==> config.mk <==
export PLATFORM = sky130hd
export DESIGN_NAME = imem_loader_flat
export DESIGN_NICKNAME = d
export VERILOG_FILES = /design/src/rtl/imem_loader_if.sv /design/src/rtl/imem_loader.sv /design/src/flat_wrapper.sv
export SDC_FILE = /design/constraint.sdc
export NUM_CORES = 1
export LEC_CHECK = 0
export BUFFER_PORTS_ARGS = -buffer_cell sky130_fd_sc_hd__buf_2
export CORE_MARGIN = 2
export CORE_UTILIZATION = 55
export CTS_CLUSTER_SIZE = 8
export DETAILED_ROUTE_END_ITERATION = 7
export PLACE_DENSITY = 0.87
export SLEW_MARGIN = 40
export SYNTH_ARGS = -nofsm -noshare
export SYNTH_HDL_FRONTEND = slang
export SYNTH_SLANG_ARGS = --single-unit
export TNS_END_PERCENT = 5
==> constraint.sdc <==
create_clock -name clk -period 2.6 [get_ports clk]
set_clock_uncertainty 0.1 [all_clocks]
set_input_delay 0.13 -clock clk [delete_from_list [all_inputs] [get_ports clk]]
set_output_delay 0.13 -clock clk [all_outputs]
set_load 0.02 [all_outputs]
==> src/rtl/imem_loader_if.sv <==
// imem_loader_if: bundles the signals between the program source, the
// instruction RAM and the loader.
//   start, count         load request and word count (count clamps to 64)
//   in_data/valid/ready  byte stream handshake
//   we, waddr, wdata     instruction RAM write port
//   busy, cpu_hold, done load status
// Modport slave is the loader's view. Modport master is the driving
// environment's view.
interface imem_loader_if #(
    parameter int N      = 32,
    parameter int ADDR_W = 6
);
    logic              start;
    logic [ADDR_W:0]   count;
    logic [7:0]        in_data;
    logic              in_valid;
    logic              in_ready;
    logic              we;
    logic [ADDR_W-1:0] waddr;
    logic [N-1:0]      wdata;
    logic              busy;
    logic              cpu_hold;
    logic              done;

    modport slave (
        input  start, count, in_data, in_valid,
        output in_ready, we, waddr, wdata, busy, cpu_hold, done
    );

    modport master (
        output start, count, in_data, in_valid,
        input  in_ready, we, waddr, wdata, busy, cpu_hold, done
    );
endinterface

==> src/rtl/imem_loader.sv <==
// imem_loader: receives a program as a byte stream. It packs every 4 bytes
// little-endian into one 32-bit word and writes each word into the 64-entry
// instruction RAM. While the load runs it holds the CPU in reset. When the
// last word is written it pulses done for one cycle.
// Ports:
//   clk    rising-edge system clock
//   reset  asynchronous active-high reset
//   bus    imem_loader_if.slave (start/count, byte stream, RAM write, status)
// Every output is registered. cpu_hold is a copy of busy.
module imem_loader #(
    parameter int N      = 32,
    parameter int ADDR_W = 6,
    parameter int DEPTH  = 64
) (
    input  logic          clk,
    input  logic          reset,
    imem_loader_if.slave  bus
);
    typedef enum logic [1:0] {IDLE, RECV, WRITE, DONE} state_t;

    localparam logic [ADDR_W:0] MAX_WORDS = (ADDR_W+1)'(DEPTH);

    state_t          state;
    logic [ADDR_W:0] target;
    logic [ADDR_W:0] widx;      // one bit wider so it can equal a target of 64
    logic [1:0]      byte_cnt;
    logic [N-1:0]    word;
    logic [ADDR_W:0] req_words;

    assign req_words    = (bus.count > MAX_WORDS) ? MAX_WORDS : bus.count;
    assign bus.cpu_hold = bus.busy;

    always_ff @(posedge clk or posedge reset) begin
        if (reset) begin
            state        <= IDLE;
            target       <= '0;
            widx         <= '0;
            byte_cnt     <= '0;
            word         <= '0;
            bus.in_ready <= 1'b0;
            bus.we       <= 1'b0;
            bus.waddr    <= '0;
            bus.wdata    <= '0;
            bus.busy     <= 1'b0;
            bus.done     <= 1'b0;
        end else begin
            bus.we   <= 1'b0;
            bus.done <= 1'b0;
            case (state)
                IDLE: begin
                    if (bus.start) begin
                        target   <= req_words;
                        byte_cnt <= '0;
                        widx     <= '0;
                        bus.busy <= 1'b1;
                        if (req_words == '0) begin
                            state    <= DONE;
                            bus.done <= 1'b1;
                        end else begin
                            state        <= RECV;
                            bus.in_ready <= 1'b1;
                        end
                    end
                end
                RECV: begin
                    if (bus.in_valid && bus.in_ready) begin
                        word[{byte_cnt, 3'b000} +: 8] <= bus.in_data;
                        byte_cnt <= byte_cnt + 2'd1;
                        if (byte_cnt == 2'd3) begin
                            // The fourth byte goes straight into wdata, so the
                            // write happens in the next cycle.
                            state        <= WRITE;
                            bus.in_ready <= 1'b0;
                            bus.we       <= 1'b1;
                            bus.waddr    <= widx[ADDR_W-1:0];
                            bus.wdata    <= {bus.in_data, word[23:0]};
                        end
                    end
                end
                WRITE: begin
                    widx <= widx + 1'b1;
                    if (widx + 1'b1 == target) begin
                        state    <= DONE;
                        bus.done <= 1'b1;
                    end else begin
                        state        <= RECV;
                        byte_cnt     <= '0;
                        bus.in_ready <= 1'b1;
                    end
                end
                DONE: begin
                    state    <= IDLE;
                    bus.busy <= 1'b0;
                end
                default: state <= IDLE;
            endcase
        end
    end
endmodule

==> src/flat_wrapper.sv <==
// flat-port wrapper written by rule: the top's interface ports become plain ports
module imem_loader_flat 
#(
    parameter int N      = 32,
    parameter int ADDR_W = 6,
    parameter int DEPTH  = 64
)
  (clk, reset, bus_start, bus_count, bus_in_data, bus_in_valid, bus_in_ready, bus_we, bus_waddr, bus_wdata, bus_busy, bus_cpu_hold, bus_done);
  imem_loader_if #(.N(N), .ADDR_W(ADDR_W)) bus_i ();
  input  logic clk;
  input  logic reset;
  input wire logic [$bits(bus_i.start)-1:0] bus_start;
  input wire logic [$bits(bus_i.count)-1:0] bus_count;
  input wire logic [$bits(bus_i.in_data)-1:0] bus_in_data;
  input wire logic [$bits(bus_i.in_valid)-1:0] bus_in_valid;
  output wire logic [$bits(bus_i.in_ready)-1:0] bus_in_ready;
  output wire logic [$bits(bus_i.we)-1:0] bus_we;
  output wire logic [$bits(bus_i.waddr)-1:0] bus_waddr;
  output wire logic [$bits(bus_i.wdata)-1:0] bus_wdata;
  output wire logic [$bits(bus_i.busy)-1:0] bus_busy;
  output wire logic [$bits(bus_i.cpu_hold)-1:0] bus_cpu_hold;
  output wire logic [$bits(bus_i.done)-1:0] bus_done;
  assign bus_i.start = bus_start;
  assign bus_i.count = bus_count;
  assign bus_i.in_data = bus_in_data;
  assign bus_i.in_valid = bus_in_valid;
  assign bus_in_ready = bus_i.in_ready;
  assign bus_we = bus_i.we;
  assign bus_waddr = bus_i.waddr;
  assign bus_wdata = bus_i.wdata;
  assign bus_busy = bus_i.busy;
  assign bus_cpu_hold = bus_i.cpu_hold;
  assign bus_done = bus_i.done;
  imem_loader #(.N(N), .ADDR_W(ADDR_W), .DEPTH(DEPTH)) u_core (.clk(clk), .reset(reset), .bus(bus_i));
endmodule
Yosys cells after proc, flatten, opt, wreduce, memory -nomap -nowiden

Index checks and enable logic that the tools add are counted.
W data, S select, Z words.

Flip-flop bits (word level): 92
Input port bits: 19
Logic and storage cells: 70

$add $sub $neg: 3
$lt $le $gt $ge: 1
Equality and inequality tests: 10
Shift-type cells: 2
Mux-type cells: 29
Reductions and logical operators: 14

Operator list:

| cell                     | count |
|---|---|
| $bwmux W32               | 1 |
| $shift A8 B7 Y32 const A | 1 |
| $shiftx A8 B7 Y32        | 1 |
| $mux W2                  | 8 |
| $mux W7                  | 2 |
| $pmux W7 S2              | 1 |
| $mux W1                  | 12 |
| $pmux W2 S4              | 1 |
| $reduce_and A2 Y1        | 4 |
| $add A7 B1 Y7 const B    | 1 |
| $eq A7 B7 Y1             | 1 |
| $gt A7 B7 Y1 const B     | 1 |
| $logic_not A7 Y1         | 1 |
| $neg A5 Y7               | 1 |
| $eq A2 B2 Y1 const B     | 3 |
| $ne A2 B2 Y1 const B     | 3 |
| $pmux W2 S3              | 1 |
| $reduce_and A3 Y1        | 2 |
| $reduce_and A6 Y1        | 1 |
| $ne A2 B1 Y1 const B     | 2 |
| $pmux W1 S2              | 2 |
| $reduce_and A4 Y1        | 1 |
| $reduce_bool A2 Y1       | 2 |
| $pmux W1 S3              | 1 |
| other kinds (5)          | 5 |

Logic depth before layout (Yosys ltp)

Gate-level depths: netlist of the first run.

Word-level depth: 6
Mapped depth: 6
Depth with buffers taken out: 6

Worst setup path after synthesis of the first run

Ideal clock, no wire load.

Path type: reg-to-reg
Start: register u_core.widx[0]
End: register u_core.bus.in_ready
Setup time: 0.135 ns
Arrival time: 1.603 ns
Required time: 2.365 ns
Path slack: 0.762 ns
Stages on the path, launching flop included: 7
Path buffers: 0
Period minus slack after synthesis: 1.838 ns
Cells stage by stage: dfrtp_1 ha_1 xor2_1 a211oi_2 o211ai_1 nor4_4 o31ai_1

Cells in the longest elaborated chain, start to end: 4

Ends and longest elaborated chain:

| element                     | RTL line             | source |
|---|---|---|
| from (decl)                 | imem_loader.sv:25    | `logic [ADDR_W:0] widx;` |
| from (signal assigned)      | imem_loader.sv:81    | `widx <= widx + 1'b1;` |
| $add A7 B1 Y7               | imem_loader.sv:82    | `if (widx + 1'b1 == target) begin` |
| $eq A7 B7 Y1                | imem_loader.sv:82    |  |
| $ne A2 B2 Y1 (no line)      | n/a                  |  |
| $reduce_and A6 Y1 (no line) | n/a                  |  |
| to (signal assigned)        | imem_loader.sv:61    | `bus.in_ready <= 1'b1;` |
| to (signal assigned)        | imem_loader.sv:73    | `bus.in_ready <= 1'b0;` |
| to (signal assigned)        | imem_loader.sv:88    | `bus.in_ready <= 1'b1;` |
| to (decl)                   | imem_loader_if.sv:27 | `output in_ready, we, waddr, wdata, busy, cpu_hold, done` |

No other way between the ends.
A chain may end at the register's enable or synchronous reset.

Final worst setup path of the first run

Start: register u_core.byte_cnt[0]
End: register u_core.word[15]

Cells in the longest elaborated chain, start to end: 3
Elaborated cells between the ends (all ways): 4
Classes of those cells: add/sub (1); shift (2); mux (1)

Ends and longest elaborated chain:

| element                                               | RTL line          | source |
|---|---|---|
| from (decl)                                           | imem_loader.sv:26 | `logic [1:0] byte_cnt;` |
| from (signal assigned)                                | imem_loader.sv:68 | `byte_cnt <= byte_cnt + 2'd1;` |
| $neg A5 Y7 *                                          | imem_loader.sv:67 | `word[{byte_cnt, 3'b000} +: 8] <= bus.in_data;` |
| $shiftx A8 B7 Y32 or $shift A8 B7 Y32 (tied branches) | imem_loader.sv:67 |  |
| $bwmux W32 *                                          | imem_loader.sv:67 |  |
| to (signal, indexed assignment)                       | imem_loader.sv:67 |  |
| to (decl)                                             | imem_loader.sv:27 | `logic [N-1:0] word;` |

Every way passes the cells marked *; elsewhere a longest branch is shown, timed or not.

==> flow_summary.html, run 1 <==
<table>
<tr><th>Metric</th><th>Value</th></tr>
<tr><th colspan="2">Outcome</th></tr>
<tr><td>Outcome</td><td>complete, no violations</td></tr>
<tr><th colspan="2">CTS</th></tr>
<tr><td>H-tree depth reported by CTS</td><td>3</td></tr>
<tr><td>Root buffer cell</td><td>clkbuf_8</td></tr>
<tr><td>Worst-path clk slew</td><td>roughly 90 ps</td></tr>
<tr><td>Post-CTS setup buffer count</td><td>0</td></tr>
<tr><td>Total clock sinks</td><td>84</td></tr>
<tr><td>Clock buffer depth</td><td>2</td></tr>
<tr><td>Post-cts resize count</td><td>0</td></tr>
<tr><td>Cts bufs inserted</td><td>9</td></tr>
<tr><td>Clock insertion delay at the later pin of the skew report</td><td>~360 ps</td></tr>
<tr><td>Clock tree from TritonCTS</td><td>yes</td></tr>
<tr><th colspan="2">Power</th></tr>
<tr><td>Switching share of power</td><td>0.380</td></tr>
<tr><td>Sequential share of power</td><td>0.445</td></tr>
<tr><td>Peak supply drop</td><td>0.000803 V</td></tr>
<tr><td>Total leakage power</td><td>2.22 nW</td></tr>
<tr><td>P_sw</td><td>approximately 1.7 mW</td></tr>
<tr><td>Power, Total</td><td>4.48 mW</td></tr>
<tr><td>Total power divided by cell area</td><td>a little over 1000 mW/mm²</td></tr>
<tr><td>Comb pwr share</td><td>0.338</td></tr>
<tr><td>Clock share of power</td><td>0.217</td></tr>
<tr><td>Int Pwr</td><td>approximately 2.8 mW</td></tr>
<tr><th colspan="2">Yosys</th></tr>
<tr><td>Synth Net Count</td><td>353</td></tr>
<tr><td>Mean Syn Cell Area</td><td>11.1 µm²</td></tr>
<tr><td>Post-synthesis cell type count</td><td>38</td></tr>
<tr><td>Number of warnings reported in the yosys synthesis log</td><td>0</td></tr>
<tr><td>Cell type contributing the most total cell area after synthesis</td><td>dfrtp_1</td></tr>
<tr><td>Synth Instances</td><td>roughly 330</td></tr>
<tr><td>Cell area after technology mapping</td><td>0.00363 mm²</td></tr>
<tr><td>Area contributors post-synth</td><td>dfrtp_1 58%, nand2_1 7.5%, mux2_1 5.9%</td></tr>
<tr><td>EDFF count, synth</td><td>0</td></tr>
<tr><td>Post-synthesis async set-or-reset flop share</td><td>1.00</td></tr>
<tr><td>Proportion of netlist area held by the largest area contributor</td><td>0.579</td></tr>
<tr><td>Top FF cell, synth</td><td>dfrtp_1</td></tr>
<tr><td>Seq/Total Area, Yosys</td><td>0.579</td></tr>
<tr><td>Register bit total from synthesis</td><td>84</td></tr>
<tr><th colspan="2">Critical path</th></tr>
<tr><td>Worst Setup Path Type</td><td>flop to flop</td></tr>
<tr><td>Worst-case register-to-register setup slack</td><td>between 500 and 600 ps</td></tr>
<tr><td>CP startpoint kind</td><td>flop</td></tr>
<tr><td>Master of the slowest instance on the critical path</td><td>nor3b_2</td></tr>
<tr><td>FF-to-FF End</td><td>u_core.word[15]$_DFFE_PP0P_</td></tr>
<tr><td>Data required time of the critical path</td><td>2770 ps</td></tr>
<tr><td>Buf+Inv Stages, Crit Path</td><td>1</td></tr>
<tr><td>Type of destination of the critical path</td><td>flop</td></tr>
<tr><td>Max Fanout on Critical Path</td><td>8</td></tr>
<tr><td>Critical register-to-register path startpoint</td><td>u_core.byte_cnt[0]$_DFFE_PP0P_</td></tr>
<tr><td>Data arrival at the endpoint of the critical path</td><td>around 2200 ps</td></tr>
<tr><td>Depth of the most critical reg-to-reg path</td><td>5</td></tr>
<tr><td>Worst-path cell chain</td><td>inv_1 -&gt; ha_1 -&gt; nor3b_2 -&gt; nand2_1 -&gt; o21ai_0</td></tr>
<tr><td>CP delay by family, top</td><td>simple AND/OR/NAND/NOR gates</td></tr>
<tr><td>Highest cell delay on the worst timing path</td><td>490 ps</td></tr>
<tr><th colspan="2">Timing</th></tr>
<tr><td>Final worst-path cycle share</td><td>0.779</td></tr>
<tr><td>Hold violation count in the final report</td><td>0</td></tr>
<tr><td>Achievable Freq</td><td>493 MHz</td></tr>
<tr><td>Max_slew headroom</td><td>0.578</td></tr>
<tr><td>Actual slew at the worst max-slew pin</td><td>632 ps</td></tr>
<tr><td>Summed negative setup slack over all endpoints</td><td>0 ps</td></tr>
<tr><td>Clock period minus worst slack</td><td>2030 ps</td></tr>
<tr><td>Final WS setup</td><td>574 ps</td></tr>
<tr><td>RSZ-0062 raised after global routing</td><td>false</td></tr>
<tr><td>Max-slew violations</td><td>0</td></tr>
<tr><td>Number of setup violations in the final report</td><td>0</td></tr>
<tr><th colspan="2">Route</th></tr>
<tr><td>Remaining number of nets flagged by the antenna check after routing</td><td>0</td></tr>
<tr><td>Top layer used by detailed routing</td><td>met4</td></tr>
<tr><td>DRC violation total after the first TritonRoute iteration</td><td>172</td></tr>
<tr><td>Final Routed Wirelength</td><td>between 7000 and 8000 µm</td></tr>
<tr><td>TritonRoute pass-1 iters</td><td>4</td></tr>
<tr><td>Total routed wire length on the met1 layer</td><td>3220 µm</td></tr>
<tr><td>Routed length on met2</td><td>3910 µm</td></tr>
<tr><td>Met3 routed wirelength</td><td>461 µm</td></tr>
<tr><td># DRC</td><td>0</td></tr>
<tr><td>Via count</td><td>2674</td></tr>
<tr><td>Post-DR vias/cell</td><td>5.45</td></tr>
<tr><td>Final routed wire length divided by cell count</td><td>15.6 µm</td></tr>
<tr><th colspan="2">Global routing</th></tr>
<tr><td>Number of global-route vias before repair</td><td>around 2.6k</td></tr>
<tr><td>Maximum number of pins on one net before global-route repair</td><td>52</td></tr>
<tr><td>GRT Resource Usage Total</td><td>0.223</td></tr>
<tr><td>Number of antenna violations at the first check in global routing</td><td>0</td></tr>
<tr><td>Wire length of the first global-routing pass</td><td>12600 µm</td></tr>
<tr><td>Remaining Overflow, GRT</td><td>0</td></tr>
<tr><th colspan="2">Finish</th></tr>
<tr><td>Layout cells sized above 1</td><td>0.261</td></tr>
<tr><td>Number of inserted diodes</td><td>0</td></tr>
<tr><td>Design Area, Final</td><td>~0.0044 mm²</td></tr>
<tr><td>Commonest non-fill, non-tap cell in the layout</td><td>dfrtp_1</td></tr>
<tr><td>Leading cell types in the layout, fill and taps excluded</td><td>84 x dfrtp_1, 73 x nand2_1, 61 x buf_2, 42 x o21ai_0</td></tr>
<tr><td>Layout Area Growth over Synthesis</td><td>21.0%</td></tr>
<tr><td>Nets</td><td>434</td></tr>
<tr><th colspan="2">Die</th></tr>
<tr><td>Total core area</td><td>approximately 0.0064 mm²</td></tr>
<tr><td>Effective utilization at floorplan</td><td>0.569</td></tr>
<tr><td>Number of core rows</td><td>29</td></tr>
<tr><td>Number of top-level pins</td><td>62</td></tr>
<tr><td>Die outline area</td><td>0.00727 mm²</td></tr>
<tr><td>Overall die width</td><td>85.3 µm</td></tr>
<tr><td>Chip height</td><td>85.3 µm</td></tr>
<tr><th colspan="2">Worst hold path</th></tr>
<tr><td>Hold Path End</td><td>u_core.state[0]$_DFFE_PP0P_</td></tr>
<tr><td>HP Class</td><td>primary input to flop</td></tr>
<tr><td>Startpoint of the most critical hold path</td><td>bus_start</td></tr>
<tr><td>Hold depth</td><td>3</td></tr>
<tr><th colspan="2">Placement</th></tr>
<tr><td>Worst Setup Slack post-DPL</td><td>617 ps</td></tr>
<tr><td>PortBufs</td><td>61</td></tr>
<tr><td>Detailed Place HPWL</td><td>5090 µm</td></tr>
<tr><td>Placed standard-cell area</td><td>around 0.0040 mm²</td></tr>
<tr><td>Placer congestion estimate</td><td>0.849</td></tr>
<tr><th colspan="2">Run</th></tr>
<tr><td>Max-cap violations</td><td>0</td></tr>
</table>
==> cells in the mapped netlist (all sizes together) (2+ instances only) <==
cell type	count
dfrtp	84
nand2	73
o21ai	42
mux2	38
buf	8
inv	8
nand2b	8
a21oi	7
nor2	7
nor3	7
ha	6
clkbuf	5
a21o	4
xnor2	4
xor2	4
nand3	3
nor3b	3
mux2i	2
nor4	2
o21bai	2
==> cells by family (layout without fill, tap and decap cells) <==
family	after synthesis	in the layout	synth area share
muxes	40	40	0.123
AOI/OAI and AO/OA	63	63	0.0981
buffers and inverters	21	107	0.0275
xor gates and xnor gates	8	8	0.0193
DFF	84	84	0.579
adders and majority gates	6	6	0.0207
and+or+nand+nor	106	106	0.133
==> power by group through the flow <==
stage	registers (mW)	clock network [mW]	logic, mW
2_1_floorplan	2.17	0	0.879
3_3_place_gp	2.00	0	1.43
3_5_place_dp	2.02	0	1.49
4_1_cts	1.99	0.977	1.52
5_1_grt	2.05	1.04	1.67
6_report	1.99	0.972	1.51
==> worst register-to-register path: stages, from the launching register on <==
cell and delay, ps:
dfrtp_1 480, inv_1 170, ha_1 360, nor3b_2 490, nand2_1 130, o21ai_0 210
==> worst max-delay path by stage <==
| stage | startpoint | slack, ps | depth (start not counted) | end |
|---|---|---|---|---|
| final | u_core.byte_cnt[0]$_DFFE_PP0P_ | 570 | 5 | u_core.word[15]$_DFFE_PP0P_ |
| after global routing | u_core.byte_cnt[0]$_DFFE_PP0P_ | 440 | 5 | u_core.word[15]$_DFFE_PP0P_ |
| after CTS | u_core.widx[0]$_DFFE_PP0P_ | 590 | 6 | u_core.bus.in_ready$_DFFE_PP0P_ |
| after detailed placement | u_core.widx[0]$_DFFE_PP0P_ | 620 | 6 | u_core.bus.in_ready$_DFFE_PP0P_ |
| after global placement | u_core.widx[0]$_DFFE_PP0P_ | 680 | 6 | u_core.bus.in_ready$_DFFE_PP0P_ |
| after floorplan | reset | 200 | 1 | u_core.bus.busy$_DFFE_PP0P_ |
==> per-stage QoR <==
stage | hold WS, ps | util | instances
final | 7.24 | 0.688 | 491
after global routing | 60.5 | 0.688 | 491
after CTS | 9.42 | 0.688 | 491
after detailed placement | 79.1 | 0.631 | 459
after global placement | 219 | 0.630 | 459
after floorplan | 162 | - | 328
==> registers in the layout (all words and copies together), names as in the netlist <==
signal and flops:
u_core.bus.we 1, u_core.bus.busy 1, u_core.bus.waddr 6, u_core.widx 7, u_core.bus.in_ready 1, u_core.bus.done 1
u_core.byte_cnt 2, u_core.target 7, u_core.bus.wdata 32, u_core.word 24, u_core.state 2
==> metal layers <==
metal	track usage	up-vias
li1	-	1278
met1	0.286	1295
met2	0.380	90
met3	0.0399	11
met4	0.0837	0
met5	0	-
==> layout make-up <==
cell class | count | area, µm²
flip-flops and latches | 84 | 2100
fillers | 460 | 1990
multi-input cells | 223 | 1430
repair buffers | 83 | 523
clock buffers | 10 | 138
well taps | 77 | 96.3
clock inverters | 6 | 70.1
inverters | 8 | 35.0
==> timing repair <==
item,4_1_cts,5_1_grt
hold endpoints to repair,85,0
hold buffers,16,0
setup endpoints to repair,0,0
Note: power is estimated with default switching activity, not from simulation.
==> run 2: changes to the inputs <==
Clock period 2.6 ns to 2 ns, I/O delays scaled along.
==> run 2 against run 1 <==
Against the previous run: combinational power grew 40%; flip-flop and latch count did not move; largest power group unchanged; critical path depth is 1 higher; non-clock buffer count increased by 12; clock power increased by 40%; setup slack worse by 510 ps; first-iteration DRC count is 7.0% lower; die area unchanged.
==> flow_summary.html, run 2 (same netlist as run 1, synthesis figures left out) <==
<table>
<tr><th>Metric</th><th>Value</th></tr>
<tr><th colspan="2">Die</th></tr>
<tr><td>Total core area</td><td>0.00639 mm² (unchanged)</td></tr>
<tr><td>Number of top-level pins</td><td>62 (unchanged)</td></tr>
<tr><td>Number of core rows</td><td>29 (unchanged)</td></tr>
<tr><td>Overall die width</td><td>85.3 µm (unchanged)</td></tr>
<tr><td>Chip height</td><td>85.3 µm (unchanged)</td></tr>
<tr><td>Die outline area</td><td>0.00727 mm² (unchanged)</td></tr>
<tr><td>Effective utilization at floorplan</td><td>0.569 (unchanged)</td></tr>
<tr><th colspan="2">Timing</th></tr>
<tr><td>Clock period minus worst slack</td><td>1940 ps (was 2030 ps)</td></tr>
<tr><td>Number of setup violations in the final report</td><td>0 (unchanged)</td></tr>
<tr><td>Hold violation count in the final report</td><td>0 (unchanged)</td></tr>
<tr><td>Achievable Freq</td><td>516 MHz (was 493 MHz)</td></tr>
<tr><td>Actual slew at the worst max-slew pin</td><td>460 ps (was 632 ps)</td></tr>
<tr><td>Final worst-path cycle share</td><td>0.969 (was 0.779)</td></tr>
<tr><td>Max-slew violations</td><td>0 (unchanged)</td></tr>
<tr><td>RSZ-0062 raised after global routing</td><td>true (was false)</td></tr>
<tr><td>Final WS setup</td><td>61.4 ps (was 574 ps)</td></tr>
<tr><td>Max_slew headroom</td><td>0.693 (was 0.578)</td></tr>
<tr><th colspan="2">Global routing</th></tr>
<tr><td>Maximum number of pins on one net before global-route repair</td><td>85 (was 52)</td></tr>
<tr><td>Number of global-route vias before repair</td><td>2764 (was 2649)</td></tr>
<tr><td>Number of antenna violations at the first check in global routing</td><td>0 (unchanged)</td></tr>
<tr><td>GRT Resource Usage Total</td><td>0.228 (was 0.223)</td></tr>
<tr><td>Wire length of the first global-routing pass</td><td>12900 µm (was 12600 µm)</td></tr>
<tr><td>Remaining Overflow, GRT</td><td>0 (unchanged)</td></tr>
<tr><th colspan="2">Critical path</th></tr>
<tr><td>Data required time of the critical path</td><td>2140 ps (was 2770 ps)</td></tr>
<tr><td>Worst Setup Path Type</td><td>flop to flop (unchanged)</td></tr>
<tr><td>CP startpoint kind</td><td>flop (unchanged)</td></tr>
<tr><td>Highest cell delay on the worst timing path</td><td>460 ps (was 490 ps)</td></tr>
<tr><td>Worst-path cell chain</td><td>inv_1 -&gt; ha_1 -&gt; nor3b_1 -&gt; buf_4 -&gt; nand2_1 -&gt; o21ai_0 (was inv_1 -&gt; ha_1 -&gt; nor3b_2 -&gt; nand2_1 -&gt; o21ai_0)</td></tr>
<tr><td>Data arrival at the endpoint of the critical path</td><td>2080 ps (was 2200 ps)</td></tr>
<tr><td>Type of destination of the critical path</td><td>flop (unchanged)</td></tr>
<tr><td>Max Fanout on Critical Path</td><td>8 (unchanged)</td></tr>
<tr><td>Master of the slowest instance on the critical path</td><td>dfrtp_2 (was nor3b_2)</td></tr>
<tr><th colspan="2">CTS</th></tr>
<tr><td>Root buffer cell</td><td>clkbuf_8 (unchanged)</td></tr>
<tr><td>Clock tree from TritonCTS</td><td>yes (unchanged)</td></tr>
<tr><td>Clock insertion delay at the later pin of the skew report</td><td>350 ps (was 360 ps)</td></tr>
<tr><td>Worst-path clk slew</td><td>80 ps (was 90 ps)</td></tr>
<tr><td>Total clock sinks</td><td>84 (unchanged)</td></tr>
<tr><td>Cts bufs inserted</td><td>9 (unchanged)</td></tr>
<tr><td>H-tree depth reported by CTS</td><td>3 (unchanged)</td></tr>
<tr><td>Clock buffer depth</td><td>2 (unchanged)</td></tr>
<tr><th colspan="2">Power</th></tr>
<tr><td>Total power divided by cell area</td><td>1330 mW/mm² (was 1020 mW/mm²)</td></tr>
<tr><td>Peak supply drop</td><td>0.000841 V (was 0.000803 V)</td></tr>
<tr><td>Power, Total</td><td>6.03 mW (was 4.48 mW)</td></tr>
<tr><td>Total leakage power</td><td>2.30 nW (was 2.22 nW)</td></tr>
<tr><th colspan="2">Finish</th></tr>
<tr><td>Final-layout fill cell count</td><td>428 (was 460)</td></tr>
<tr><td>Number of inserted diodes</td><td>0 (unchanged)</td></tr>
<tr><td>Nets</td><td>446 (was 434)</td></tr>
<tr><td>Layout cells sized above 1</td><td>0.270 (was 0.261)</td></tr>
<tr><td>Number of standard cells in the final layout excluding fillers</td><td>503 (was 491)</td></tr>
<tr><td>Largest register by flop count</td><td>u_core.bus.wdata (unchanged)</td></tr>
<tr><td>Commonest non-fill, non-tap cell in the layout</td><td>dfrtp_1 (unchanged)</td></tr>
<tr><td>Flip-flop count of the largest register, all copies and words added</td><td>32 (unchanged)</td></tr>
<tr><td>Biggest regs</td><td>u_core.bus.wdata (32), u_core.word (24) (unchanged)</td></tr>
<tr><td>Leading cell types in the layout, fill and taps excluded</td><td>83 x dfrtp_1, 73 x nand2_1, 61 x buf_2, 41 x o21ai_0, 23 x dlygate4sd3_1 (was 84 x dfrtp_1, 73 x nand2_1, 61 x buf_2, 42 x o21ai_0)</td></tr>
<tr><td>Layout Area Growth over Synthesis</td><td>25.2% (was 21.0%)</td></tr>
<tr><th colspan="2">Route</th></tr>
<tr><td>Post-DR vias/cell</td><td>5.44 (was 5.45)</td></tr>
<tr><td>Final Routed Wirelength</td><td>7740 µm (was 7670 µm)</td></tr>
<tr><td>DRC violation total after the first TritonRoute iteration</td><td>160 (was 172)</td></tr>
<tr><td># DRC</td><td>0 (unchanged)</td></tr>
<tr><td>Via count</td><td>2735 (was 2674)</td></tr>
<tr><td>Remaining number of nets flagged by the antenna check after routing</td><td>0 (unchanged)</td></tr>
<tr><td>TritonRoute pass-1 iters</td><td>4 (unchanged)</td></tr>
<tr><td>Final routed wire length divided by cell count</td><td>15.4 µm (was 15.6 µm)</td></tr>
<tr><th colspan="2">Run</th></tr>
<tr><td>Max-cap violations</td><td>0 (unchanged)</td></tr>
<tr><th colspan="2">Placement</th></tr>
<tr><td>Number of cells in the design after placement</td><td>464 (was 459)</td></tr>
<tr><td>PortBufs</td><td>61 (unchanged)</td></tr>
<tr><td>Placer congestion estimate</td><td>0.854 (was 0.849)</td></tr>
<tr><td>Detailed Place HPWL</td><td>5090 µm (about the same)</td></tr>
<tr><td>Worst Setup Slack post-DPL</td><td>34.5 ps (was 617 ps)</td></tr>
<tr><th colspan="2">Worst hold path</th></tr>
<tr><td>HP Class</td><td>primary input to asynchronous set/reset pin (was primary input to flop)</td></tr>
<tr><th colspan="2">Outcome</th></tr>
<tr><td>Outcome</td><td>complete, no violations (unchanged)</td></tr>
</table>
run 2: critical path: cells and delay by family (launching register included):
kind | cells | cell delay (ps)
buffers and inverters | 2 | 440
adder cells (fa/ha/maj) | 1 | 320
AO/OA/AOI/OAI | 1 | 200
AND/OR/NAND/NOR | 2 | 330
flip-flops | 1 | 460
run 2: report_power, final:
group | leakage [nW] | switching, mW | internal, mW
sequential | 1.13 | 0.347 | 2.21
combinational | 1.05 | 1.25 | 0.856
clock | 0.120 | 0.589 | 0.776
run 2: repair_timing:
action / CTS / global route
gates resized for setup: 0 / 4
endpoints found under the setup margin: 0 / 21
endpoints found under the hold margin: 126 / 0
setup buffers: 0 / 0
hold buffers: 23 / 0
run 2: area by class of cell:
class | count | area [µm²] | share of cell area
Sequential cell | 84 | 2100 | 0.462
Inverter | 8 | 33.8 | 0.00742
Clock inverter | 5 | 82.6 | 0.0181
Tap cell | 77 | 96.3 | 0.0212
Multi-Input combinational cell | 223 | 1440 | 0.316
Clock buffer | 11 | 151 | 0.0333
Timing Repair Buffer | 95 | 643 | 0.141
run 2: through the flow:
| step | area, µm² | utilization | setup TNS, ps | hold WS [ps] |
|---|---|---|---|---|
| final | 4550 | 0.713 | 0 | 308 |
| after global routing | 4550 | 0.713 | -197 | 369 |
| after CTS | 4540 | 0.711 | 0 | 319 |
| after detailed placement | 4080 | 0.638 | 0 | 158 |
| after global placement | 4080 | 0.638 | 0 | 152 |
| after floorplan | 3640 | - | 0 | 132 |
run 2: final timing paths:
check,from,to,slack [ps],cells past startpoint
min in group clk,u_core.word[8]$_DFFE_PP0P_,u_core.word[8]$_DFFE_PP0P_,380,2
min,reset,u_core.bus.wdata[3]$_DFFE_PP0P_,310,4
min reg2reg,u_core.word[8]$_DFFE_PP0P_,u_core.word[8]$_DFFE_PP0P_,380,2
max,u_core.byte_cnt[0]$_DFFE_PP0P_,u_core.word[2]$_DFFE_PP0P_,60,6
max reg2reg,u_core.byte_cnt[0]$_DFFE_PP0P_,u_core.word[2]$_DFFE_PP0P_,60,6
max in group asynchronous,reset,u_core.state[1]$_DFFE_PP0P_,1150,4
run 2: layer usage:
metal / wire length (µm) / vias to the layer above / global-route usage / share of wire
li1: - / 1299 / - / -
met1: 3150 / 1345 / 0.282 / 0.41
met2: 4000 / 77 / 0.386 / 0.52
met3: 426 / 14 / 0.0409 / 0.055
met4: 162 / 0 / 0.114 / 0.021
met5: 0 / - / 0 / 0
